===== config.mk =====
export PLATFORM = sky130hd
export DESIGN_NAME = wb_ctrl_pipe
export DESIGN_NICKNAME = d
export VERILOG_FILES = /design/src/rtl/wb_ctrl_pipe.sv
export SDC_FILE = /design/constraint.sdc
export NUM_CORES = 1
export LEC_CHECK = 0
export BUFFER_PORTS_ARGS = -buffer_cell sky130_fd_sc_hd__buf_2
export CAP_MARGIN = 20
export CORE_MARGIN = 4
export CORE_UTILIZATION = 43
export CTS_BUF_LIST = sky130_fd_sc_hd__clkbuf_16
export DETAILED_ROUTE_END_ITERATION = 10
export GPL_TIMING_DRIVEN = 0
export PLACE_DENSITY = 0.76
export RECOVER_POWER = 25
export SYNTH_ARGS = -nofsm -noshare
export SYNTH_HDL_FRONTEND = slang
export SYNTH_SLANG_ARGS = --single-unit

===== constraint.sdc =====
create_clock -name clk -period 1.56 [get_ports clk]
set_input_delay 0.39 -clock clk [delete_from_list [all_inputs] [get_ports clk]]
set_output_delay 0.39 -clock clk [all_outputs]
set_load 0.02 [all_outputs]

===== src/rtl/wb_ctrl_pipe.sv =====
// Writeback control pipeline: decodes RV32I/F instructions into writeback
// controls, carries them DEPTH register stages and flags load-use hazards.
module wb_ctrl_pipe #(
    parameter int DEPTH    = 2,
    parameter int UART_BIT = 31,
    parameter int FP_EN    = 1
) (
    input  logic        clk,
    input  logic        rst_n,
    input  logic        in_valid,
    input  logic [31:0] inst,
    input  logic [31:0] addr,
    input  logic        stall,
    input  logic        flush,
    input  logic [4:0]  rs1,
    input  logic [4:0]  rs2,
    output logic        wb_valid,
    output logic [1:0]  wbsel,
    output logic [1:0]  dsel,
    output logic        regwen,
    output logic        fp_regwen,
    output logic [4:0]  rd,
    output logic [2:0]  ld_funct3,
    output logic [1:0]  ld_off,
    output logic        load_use,
    output logic        busy
);

    localparam logic [1:0] WB_ALU = 2'd0;
    localparam logic [1:0] WB_MEM = 2'd1;
    localparam logic [1:0] WB_PC4 = 2'd2;
    localparam logic [1:0] D_DMEM = 2'd0;
    localparam logic [1:0] D_UART = 2'd1;

    localparam logic [6:0] OPC_OP     = 7'b0110011;
    localparam logic [6:0] OPC_OPIMM  = 7'b0010011;
    localparam logic [6:0] OPC_LUI    = 7'b0110111;
    localparam logic [6:0] OPC_AUIPC  = 7'b0010111;
    localparam logic [6:0] OPC_JAL    = 7'b1101111;
    localparam logic [6:0] OPC_JALR   = 7'b1100111;
    localparam logic [6:0] OPC_LOAD   = 7'b0000011;
    localparam logic [6:0] OPC_LOADFP = 7'b0000111;
    localparam logic [6:0] OPC_OPFP   = 7'b1010011;

    typedef struct packed {
        logic [1:0] wbsel;
        logic [1:0] dsel;
        logic       regwen;
        logic       fp_regwen;
        logic       ild;
        logic [4:0] rd;
        logic [2:0] funct3;
        logic [1:0] off;
    } ctl_t;

    ctl_t             dec_c;
    ctl_t             st_q [DEPTH];
    ctl_t             st_d [DEPTH];
    logic [DEPTH-1:0] v_q;
    logic [DEPTH-1:0] v_d;

    logic [6:0] opc;
    logic [2:0] f3;
    logic [4:0] f7hi;
    logic [1:0] mem_src;

    assign opc     = inst[6:0];
    assign f3      = inst[14:12];
    assign f7hi    = inst[31:27];
    assign mem_src = addr[UART_BIT] ? D_UART : D_DMEM;

    // Instruction decode; anything not matched leaves the safe defaults
    always_comb begin
        dec_c           = '0;
        dec_c.wbsel     = WB_ALU;
        dec_c.dsel      = D_DMEM;
        dec_c.rd        = inst[11:7];
        dec_c.funct3    = f3;
        dec_c.off       = addr[1:0];
        case (opc)
            OPC_OP, OPC_OPIMM, OPC_LUI, OPC_AUIPC: dec_c.regwen = 1'b1;
            OPC_JAL, OPC_JALR: begin
                dec_c.wbsel  = WB_PC4;
                dec_c.regwen = 1'b1;
            end
            OPC_LOAD: begin
                if (f3 inside {3'b000, 3'b001, 3'b010, 3'b100, 3'b101}) begin
                    dec_c.wbsel  = WB_MEM;
                    dec_c.dsel   = mem_src;
                    dec_c.regwen = 1'b1;
                    dec_c.ild    = 1'b1;
                end
            end
            OPC_LOADFP: begin
                if (FP_EN != 0 && f3 == 3'b010) begin
                    dec_c.wbsel     = WB_MEM;
                    dec_c.dsel      = mem_src;
                    dec_c.fp_regwen = 1'b1;
                end
            end
            OPC_OPFP: begin
                if (FP_EN != 0) begin
                    if (f7hi inside {5'b10100, 5'b11000, 5'b11100}) begin
                        dec_c.regwen = 1'b1;
                    end else begin
                        dec_c.fp_regwen = 1'b1;
                    end
                end
            end
            default: ;
        endcase
        // x0 is never written, so it can never be a hazard source either
        if (inst[11:7] == 5'd0) begin
            dec_c.regwen = 1'b0;
            dec_c.ild    = 1'b0;
        end
    end

    // Stage advance: stall holds everything, flush kills the youngest slot
    always_comb begin
        v_d  = v_q;
        st_d = st_q;
        if (!stall) begin
            for (int i = 1; i < DEPTH; i++) begin
                v_d[i]  = v_q[i-1] & ~((i == 1) & flush);
                st_d[i] = st_q[i-1];
            end
            v_d[0]  = in_valid & ~flush;
            st_d[0] = dec_c;
        end else if (flush) begin
            v_d[0] = 1'b0;
        end
    end

    always_ff @(posedge clk or negedge rst_n) begin
        if (!rst_n) begin
            v_q <= '0;
            for (int i = 0; i < DEPTH; i++) begin
                st_q[i] <= '0;
            end
        end else begin
            v_q  <= v_d;
            st_q <= st_d;
        end
    end

    assign wb_valid  = v_q[DEPTH-1];
    assign regwen    = v_q[DEPTH-1] & st_q[DEPTH-1].regwen;
    assign fp_regwen = v_q[DEPTH-1] & st_q[DEPTH-1].fp_regwen;
    assign wbsel     = v_q[DEPTH-1] ? st_q[DEPTH-1].wbsel  : WB_ALU;
    assign dsel      = v_q[DEPTH-1] ? st_q[DEPTH-1].dsel   : D_DMEM;
    assign rd        = v_q[DEPTH-1] ? st_q[DEPTH-1].rd     : 5'd0;
    assign ld_funct3 = v_q[DEPTH-1] ? st_q[DEPTH-1].funct3 : 3'd0;
    assign ld_off    = v_q[DEPTH-1] ? st_q[DEPTH-1].off    : 2'd0;
    assign busy      = |v_q;

    // Integer loads still ahead of writeback whose rd matches a source
    always_comb begin
        load_use = 1'b0;
        for (int i = 0; i < DEPTH - 1; i++) begin
            if (v_q[i] && st_q[i].ild &&
                (st_q[i].rd == rs1 || st_q[i].rd == rs2)) begin
                load_use = 1'b1;
            end
        end
    end

endmodule

Yosys cells after proc, flatten, opt, wreduce, memory -nomap -nowiden. Index checks and enable logic that the tools add are counted.

Flip-flop bits (word level): 35. Latch bits: 0. RAM bits: 0. Memory bits (read-only): 0. Input port bits: 79. Output and inout bits: 19. Word-level logic and storage cells: 73. Memories: 0.

$add $sub $neg: 0. Multipliers: 0. Div/mod/pow operators: 0. Magnitude comparators: 0. Equal/unequal tests: 19. Shift-type cells: 0. Multiplexer cells: 22. Bitwise gates (word level): 5. Reductions and logical operators: 10.

Operators by type and width (count): $eq 7x7->1 const B (3); $eq 5x5->1 const B (3); $eq 7x5->1 const B (2); $eq 7x6->1 const B (2); $mux 1 (11); $eq 5x5->1 (2); $eq 7x2->1 const B (1); $eq 7x3->1 const B (1); $eq 3x3->1 const B (2); $mux 2 (3); $mux 3 (2); $pmux 2 s3 (1); $reduce_or 6->1 (1); $logic_not 5->1 (1); $mux 5 (1); $reduce_bool 5->1 (1); $and 1x1->1 (4); $mux 4 (1); $pmux 2 s2 (1); $reduce_or 2->1 (2); $eq 3x1->1 const B (1); $eq 3x2->1 const B (1); $logic_not 3->1 (1); $pmux 1 s3 (1); other kinds (6) (7).

Depth between registers and ports, before layout. Gate-level depths: netlist (run 1).

Depth in word-level cells: 5. Mapped depth: 4. Mapped depth without buffers: 4.

Worst setup path after synthesis (run 1). Ideal clock, no wire load.

Path type: reg-to-output. Start point: reg st_q[22] in the netlist's numbering. End point: out load_use. Arrival time: 1.162 ns. Required time: 1.170 ns. Setup slack: 0.008 ns. Stages on the path, launching flop included: 5. Path buffers: 0. Cells stage by stage: dfrtp_1 xor2_1 nor3_1 nand3_1 a21oi_1.

Word-level cells in the longest chain between the ends: 4.

RTL lines: start, declared (RTL line 57) `ctl_t st_q [DEPTH];`; start signal, assigned (RTL line 143) `st_q <= st_d;`; $eq 5x5->1 (RTL line 162) `(st_q[i].rd == rs1 || st_q[i].rd == rs2)) begin`; $logic_or 1x1->1 (*) (RTL line 162); $logic_and 1x1->1 (*) (RTL line 161) `if (v_q[i] && st_q[i].ild &&`; $mux 1 (*) (RTL line 161); end, declared (RTL line 25) `output logic load_use,`.

Every way passes the cells marked *; elsewhere a longest branch is shown, timed or not.

Worst setup path after layout (run 1).
Start point: reg st_q[23] in the netlist's numbering. End point: out load_use.

The elaborated chain is that of the path after synthesis.

==> results.toml, run 1 <==
[status]
run_status = "finished with violations"
violations = "negative setup slack"

[flow_run]
drv_cap = 0

[sta]
rsz0062_at_grt = "true"
slew_headroom_pct = 47.3
max_clock_freq_mhz = 552
holdWs_ns = 0.189
setup_ws_ns = -0.252
drv_slew = 0
skew_ns = 0.00288
fin_crit_sh_pct = 116
fin_crit_ns = 1.81
final_hold_viol_count = 0
tightest_slew_ns = 0.790
setup_viol = 1

[yosys]
yosysSeqAreaShare_pct = 51.0
syn_nets = 217
yosys_register_bits = 33
synthesis.area_um2 = 1620
syn_inst = 138
yosysWarnings = 0
yosysUniqueCellTypes = 35
syn_area_per_cell_um2 = 11.7

[cells_and_area]
area_growth_pct = 44.0
final_area_um2 = 2330
layout_common_cells = "38 x buf_2, 32 x dfrtp_1, 24 x mux2_2"
final_common_cell = "buf_2"
fillers = 301
drive_gt1_share_pct = 56.3
diodes = 0
nets = 284

[clocking]
htreeDepth = 2
cts_tree = "yes"
cts.sinks = 33
cts_root_buffer = "clkbuf_16"
hold_buffers = 0
cts.path.max_buffers = 2
clk_pin_slew_ns = 0.05
clk-insertion-delay-late_ns = 0.28
numCtsBuffers = 5

[detailed_routing]
dr.first_iter.drc_count = 21
postRouteAntennaNets = 0
drc = 0
wl_mm = 3.48
viasPerCell = 4.91
wl_per_cell_um = 13.7
drtPass1Iterations = 4
dr_total_vias = 1246

[place]
routabilityCongestion = 0.818
port_buffers = 54
placed_cell_area_um2 = 1950
place_ws_ns = -0.0809
hpwl_mm = 2.50

[global_routing]
first_global_vias = 1274
gr-total-overflow = 0
grt_max_degree = 34
antenna_found_initial = 0
grt_use_total_pct = 14.9
grt_pass1_wl_mm = 5.63

[die]
initial_core_util_pct = 44.2
core_area_um2 = 3660
dieHeight_um = 69.3
pin_count = 98
dieArea_um2 = 4810
num_rows = 22
dieWidth_um = 69.3

[pwr]
power_density_nw_per_um2 = 1020
leakagePower_nw = 1.11
peakVddDrop_mv = 0.513

[setup_path]
critPathMaxFanout = 3
reg2reg_slack_ns = 0.63
worstPathArrival_ns = 1.42
r2r_cells = 2
r2r_start = "st_q[22]$_DFFE_PN0N_"
crit_type = "register to primary output"
start_kind = "register"
worstPathRequired_ns = 1.17
reg2reg_to = "st_q[5]$_DFFE_PN0N_"
cp-end-kind = "primary output"
worstSetupStartpoint = "st_q[23]$_DFFE_PN0N_"

[worst_hold_path]
hp-class = "input port to async pin"
==> worst max-delay path, stage by stage (launching register included) <==
cell and delay (ns):
dfrtp_1 0.41, xor2_1 0.16, nor3_2 0.19, nand3_1 0.11
a21oi_2 0.15, buf_6 0.13
==> metal layers <==
| layer | vias up | routed length, µm | global-route usage, % |
|---|---|---|---|
| met5 | - | 0 | 0 |
| met3 | 6 | 251 | 6.23 |
| met2 | 48 | 1640 | 24.5 |
| li1 | 609 | - | - |
| met1 | 583 | 1530 | 17.3 |
| met4 | 0 | 51 | 5.86 |
==> final cells by class <==
type	instances	area [µm²]	area share, %
clock inverters	3	37.5	1.61
plain buffers	6	38.8	1.66
clock buffers	5	125	5.37
well taps	48	60.1	2.58
inverters	1	3.75	0.161
multi-input cells	98	807	34.6
repair buffers	60	430	18.5
flip-flops and latches	33	827	35.5
==> cells by family after synthesis <==
kind of cell,Yosys count,share of synthesized area [%]
and+or+nand+nor,48,18.0
AOI/OAI and AO/OA,13,5.41
xor gates and xnor gates,10,5.41
muxes,26,17.9
DFF,33,51.0
buffers and inverters,7,1.93
other,1,0.232
==> synthesized netlist by cell type (all sizes together) <==
cell type   n  area share [%]
dfrtp      33              51
mux2       24              17
and2       15             5.8
nand2      11             2.6
xor2        6             3.2
nor3        5             2.2
clkbuf      4            0.93
nor2        4            0.93
o21ai       4             1.2
xnor2       4             2.2
nand3       3            0.93
a21oi       2            0.62
buf         2            0.77
mux2i       2             1.2
o211ai      2            0.93
o31ai       2             1.2
a21o        1            0.46
a22o        1            0.54
a31oi       1            0.39
and3b       1            0.62
and4bb      1            0.77
conb        1            0.23
inv         1            0.23
nand2b      1            0.39
nand4       1            0.39
nand4b      1            0.54
nor2b       1            0.54
or2         1            0.39
or3b        1            0.54
or4         1            0.70
or4bb       1            0.70
==> sequential cells by signal, summed over array words and instances (netlist names) <==
register	count
st_q	31
v_q	2
==> stage by stage <==
stage	TNS [ns]	std cells	total power, mW	util (%)
finish	-0.252	254	2.37	63.6
global route	-0.546	254	2.46	63.6
CTS	-0.316	253	2.36	60.0
detailed placement	-0.522	240	1.26	53.2
global placement	-0.176	240	1.25	53.2
floorplan	0	138	1.14	-
==> worst max-delay path by stage <==
stage,end,cells after the start
after detailed placement,st_q[30]$_DFFE_PN0N_,5
final,load_use,5
after CTS,load_use,5
after global routing,load_use,5
after floorplan,load_use,4
after global placement,load_use,6
==> timing repair <==
| action | in CTS | in global routing |
|---|---|---|
| resized for setup | 16 | 42 |
| gates cloned | 1 | 0 |
| endpoints found under the setup margin | 11 | 15 |
| hold endpoints to repair | 0 | 0 |
| pin swaps | 1 | 6 |
| buffers inserted | 4 | 1 |
==> where the power goes <==
part	switching (mW)	internal [mW]
clock network	0.332	0.740
logic	0.139	0.184
registers	0.0476	0.929
total	0.519	1.85
Note: power is estimated with default switching activity, not from simulation.
==> run 2: changes to the inputs <==
--- a/config.mk
+++ b/config.mk
@@ -12,7 +12,7 @@
 export CTS_BUF_LIST = sky130_fd_sc_hd__clkbuf_16
 export DETAILED_ROUTE_END_ITERATION = 10
 export GPL_TIMING_DRIVEN = 0
-export PLACE_DENSITY = 0.76
+export PLACE_DENSITY = 0.8
 export RECOVER_POWER = 25
 export SYNTH_ARGS = -nofsm -noshare
 export SYNTH_HDL_FRONTEND = slang
==> results.toml, run 2 (synthesis results as in run 1) <==
[clocking]
cts.sinks = 33
clk-insertion-delay-late_ns = 0.27
clk_pin_slew_ns = 0.05
htreeDepth = 2
cts.path.max_buffers = 2
hold_buffers = 0
cts_tree = "yes"
cts_root_buffer = "clkbuf_16"
numCtsBuffers = 5

[die]
pin_count = 98
dieHeight_um = 69.3
dieWidth_um = 69.3
dieArea_um2 = 4810
core_area_um2 = 3660
initial_core_util_pct = 44.2
num_rows = 22

[sta]
fin_crit_sh_pct = 118
tightest_slew_ns = 0.790
slew_headroom_pct = 47.4
fin_crit_ns = 1.85
rsz0062_at_grt = "true"
skew_ns = 0.00117
setup_ws_ns = -0.287
setup_viol = 1
drv_slew = 0
holdWs_ns = 0.194
final_hold_viol_count = 0
max_clock_freq_mhz = 541

[setup_path]
cp-end-kind = "primary output"
start_kind = "register"
worstPathArrival_ns = 1.46
crit_type = "register to primary output"
reg2reg_slack_ns = 0.62
worstPathRequired_ns = 1.17
critPathMaxFanout = 3
slowest_stage = "dfrtp_1"
max_stage_delay_ns = 0.41
path_cells = "xor2_1 > nor3_1 > nand3_1 > a21oi_2 > buf_4"

[detailed_routing]
wl_per_cell_um = 15.3
drtPass1Iterations = 4
dr.first_iter.drc_count = 55
postRouteAntennaNets = 0
wl_mm = 3.87
dr_total_vias = 1279
viasPerCell = 5.04
drc = 0

[pwr]
peakVddDrop_mv = 0.491
leakagePower_nw = 1.10
power_density_nw_per_um2 = 949

[cells_and_area]
largest_reg_flops = 31
drive_gt1_share_pct = 56.3
area_growth_pct = 42.8
final_common_cell = "buf_2"
regMostFlops = "st_q"
fillers = 301
nets = 285
fin_util_pct = 63.1
reg_top3 = "st_q x31, v_q x2"
layout_common_cells = "37 x buf_2, 32 x dfrtp_1, 24 x mux2_2"
diodes = 0
final_area_um2 = 2310

[global_routing]
grt_use_total_pct = 17.0
gr-total-overflow = 0
grt_pass1_wl_mm = 6.44
first_global_vias = 1369
antenna_found_initial = 0
grt_max_degree = 34

[place]
placed_cell_area_um2 = 1950
routabilityCongestion = 0.879
port_buffers = 54
hpwl_mm = 2.65

[flow_run]
drv_cap = 0

[worst_hold_path]
hp-class = "input port to async pin"

[status]
run_status = "finished with violations"
violations = "negative setup slack"
run 2: metrics by stage:
step | setup slack, ns | total power, mW | std cells | setup TNS, ns
2_1_floorplan | 0.00843 | 1.14 | 138 | 0
3_3_place_gp | -0.0762 | 1.25 | 240 | -0.125
3_5_place_dp | -0.0869 | 1.27 | 240 | -0.145
4_1_cts | -0.274 | 2.19 | 254 | -0.285
5_1_grt | -0.338 | 2.30 | 254 | -0.623
6_report | -0.287 | 2.19 | 254 | -0.287
run 2: power by group:
| part | internal, mW | total (mW) | switching (mW) |
|---|---|---|---|
| clock network | 0.568 | 0.878 | 0.310 |
| logic | 0.187 | 0.332 | 0.144 |
| registers | 0.930 | 0.983 | 0.0532 |
run 2: final timing paths:
kind                                      start                    to  cells after the start
hold / removal                            rst_n    v_q[0]$_DFFE_PN0P_                      1
min in group clk                          flush    v_q[0]$_DFFE_PN0P_                      2
hold reg to reg            st_q[28]$_DFFE_PN0N_  st_q[28]$_DFFE_PN0N_                      2
setup reg to reg           st_q[22]$_DFFE_PN0N_  st_q[22]$_DFFE_PN0N_                      2
max in group asynchronous                 rst_n    v_q[1]$_DFFE_PN0N_                      1
setup / recovery           st_q[22]$_DFFE_PN0N_              load_use                      5
run 2: timing repair:
action	in CTS	in global routing
endpoints found under the setup margin	11	16
pin swaps	2	4
buffers inserted	6	0
gates cloned	1	0
hold endpoints to repair	0	0
gates resized for setup	23	37
run 2: per-layer routing:
layer / track usage (%) / wire length, µm / share of wire (%)
met5: 0 / 0 / 0
met4: 7.81 / 77 / 2.0
met3: 4.49 / 265 / 6.8
met2: 28.2 / 1990 / 51
met1: 20.7 / 1540 / 40
run 2: cell type report:
type                            count  area [µm²]  share of cell area (%)
Inverter                            1        3.75                   0.162
Sequential cell                    33         827                    35.8
Timing Repair Buffer               61         444                    19.2
Multi-Input combinational cell     98         805                    34.8
Tap cell                           48        60.1                    2.60
Clock inverter                      2        7.51                   0.325
Clock buffer                        5         125                    5.41
Buffer                              6        38.8                    1.68
run 2: critical path: cells and delay by family (launching register included):
kind,cells,cell delay [ns]
AOI/OAI and AO/OA,1,0.15
xor gates and xnor gates,1,0.18
buffers and inverters,1,0.15
DFF,1,0.41
and+or+nand+nor,2,0.30
==> run 3: changes to the inputs <==
==> config.mk (replaced) <==
export PLATFORM = sky130hd
export DESIGN_NAME = wb_ctrl_pipe
export DESIGN_NICKNAME = d
export VERILOG_FILES = /design/src/rtl/wb_ctrl_pipe.sv
export SDC_FILE = /design/constraint.sdc
export NUM_CORES = 1
export LEC_CHECK = 0
export CAP_MARGIN = 20
export CORE_MARGIN = 4
export CORE_UTILIZATION = 60
export CTS_BUF_LIST = sky130_fd_sc_hd__clkbuf_16
export DETAILED_ROUTE_END_ITERATION = 10
export DONT_BUFFER_PORTS = 1
export GPL_TIMING_DRIVEN = 0
export PLACE_DENSITY = 0.76
export RECOVER_POWER = 25
export SYNTH_ARGS = -nofsm -noshare
export SYNTH_HDL_FRONTEND = slang
export SYNTH_SLANG_ARGS = --single-unit
==> constraint.sdc (replaced) <==
create_clock -name clk -period 2.2 [get_ports clk]
set_input_delay 0.55 -clock clk [delete_from_list [all_inputs] [get_ports clk]]
set_output_delay 0.55 -clock clk [all_outputs]
set_load 0.02 [all_outputs]
==> results.toml, run 3 (synthesis results as in run 1) <==
[cells_and_area]
largest_reg_flops = 31
nets = 225
area_growth_pct = 11.1
diodes = 0
drive_gt1_share_pct = 25.9
final_common_cell = "dfrtp_1"
regMostFlops = "st_q"
multi_input_area_um2 = 761
layout_common_cells = "33 x dfrtp_1, 24 x mux2_2, 15 x and2_1"
ff_latch_area_um2 = 826
reg_top3 = "st_q x31, v_q x2"
fillers = 195

[status]
run_status = "finished with violations"
violations = "max-capacitance violations, max-slew violations"

[clocking]
cts_root_buffer = "clkbuf_16"
cts.sinks = 33
post-cts-setup-buffers = 0
clk-insertion-delay-late_ns = 0.27
htreeDepth = 2
cts_resized = 0
cts_tree = "yes"
hold_buffers = 1
cts.path.max_buffers = 2
clk_pin_slew_ns = 0.05
numCtsBuffers = 5

[pwr]
switchingPower_uw = 339
comb_power_share_pct = 9.8
peakVddDrop_mv = 0.773
power.share.clock_pct = 43.4
switching_share_pct = 22.9
power.total_mw = 1.48
p_int_mw = 1.14
leakagePower_nw = 0.784
power_density_nw_per_um2 = 823
share_seq_of_total_power_pct = 46.8

[detailed_routing]
wl_per_cell_um = 17.8
postRouteAntennaNets = 0
drc = 0
wl_mm = 3.16
dr.first_iter.drc_count = 11
dr_total_vias = 1061
viasPerCell = 5.99
drtPass1Iterations = 4

[die]
initial_core_util_pct = 64.1
pin_count = 98
dieWidth_um = 59.9
dieHeight_um = 59.9
num_rows = 18
core_area_um2 = 2520
dieArea_um2 = 3590

[place]
routabilityCongestion = 0.742
place_ws_ns = 0.245
hpwl_mm = 2.37
port_buffers = 0

[sta]
slew_headroom_pct = -15.1
setup_ws_ns = 0.0992
tightest_slew_ns = 1.73
drv_slew = 34
skew_ns = 0.00208
holdWs_ns = 0.337
setup_viol = 0
max_clock_freq_mhz = 476
fin_crit_sh_pct = 95.5
fin_crit_ns = 2.10
finalSetupTns_ns = 0
rsz0062_at_grt = "false"
final_hold_viol_count = 0

[setup_path]
start_kind = "register"
crit_type = "register to primary output"
r2r_cells = 3
reg2reg_slack_ns = 1.01
r2r_start = "v_q[1]$_DFFE_PN0N_"
reg2reg_to = "v_q[1]$_DFFE_PN0N_"
critPathMaxFanout = 4
cp-end-kind = "primary output"
worstPathArrival_ns = 1.55
worstPathRequired_ns = 1.65

[worst_hold_path]
hp-class = "input port to register"
min-delay-start = "flush"
holdPathEnd = "v_q[0]$_DFFE_PN0P_"
holdPathStages = 1

[global_routing]
antenna_found_initial = 0
grt_use_total_pct = 20.3
grt_pass1_wl_mm = 5.29
gr-total-overflow = 0
first_global_vias = 1146
grt_max_degree = 34

[flow_run]
drv_cap = 1
run 3: changes by cell type in the layout (fill, tap and decap cells not counted), moves of 2 or more:
cell and change:
buf_6 -19, buf_4 -4, buf_2 -36, and2_1 +15
and2_4 -15, buf_8 -2, clkbuf_1 +2
run 3: worst max-delay path: stages (launching register included):
cell	delay, ns
dfrtp_1	0.42
xor2_1	0.16
nor3_1	0.19
nand3_1	0.09
a21oi_1	0.41
run 3: area by class of cell:
| cell class | count | area share [%] |
|---|---|---|
| Sequential cell | 33 | 46.0 |
| Buffer | 6 | 1.53 |
| Multi-Input combinational cell | 98 | 42.3 |
| Inverter | 1 | 0.209 |
| Clock buffer | 5 | 6.96 |
| Clock inverter | 3 | 0.696 |
| Timing Repair Buffer | 1 | 0.209 |
| Tap cell | 30 | 2.09 |
run 3: how the worst max path moves through the flow:
stage                    startpoint  endpoint  slack, ns
2_1_floorplan                rs1[0]  load_use       0.33
3_3_place_gp                 rs1[0]  load_use       0.26
3_5_place_dp                 rs1[0]  load_use       0.24
4_1_cts        st_q[23]$_DFFE_PN0N_  load_use       0.07
5_1_grt          v_q[1]$_DFFE_PN0N_     rd[3]       0.02
6_report       st_q[22]$_DFFE_PN0N_  load_use        0.1
run 3: through the flow:
step,area (µm²),instances,util (%)
finish,1800,177,71.2
global route,1800,177,71.2
CTS,1810,177,71.9
detailed placement,1660,168,65.6
global placement,1660,168,65.6
floorplan,1620,138,-
run 3: power groups by stage:
stage	Sequential (mW)	Combinational [mW]	Clock, mW
floorplan	0.692	0.118	0
global placement	0.699	0.130	0
detailed placement	0.703	0.135	0
CTS	0.693	0.152	0.654
global route	0.699	0.163	0.685
finish	0.692	0.145	0.642
run 3: per-layer routing:
layer	wire (µm)	track usage (%)	share of wire (%)	vias to the layer above
met1	1210	24.4	38	508
met4	58	8.86	1.8	0
li1	-	-	-	497
met5	0	0	0	-
met3	375	7.56	12	7
met2	1520	32.6	48	49
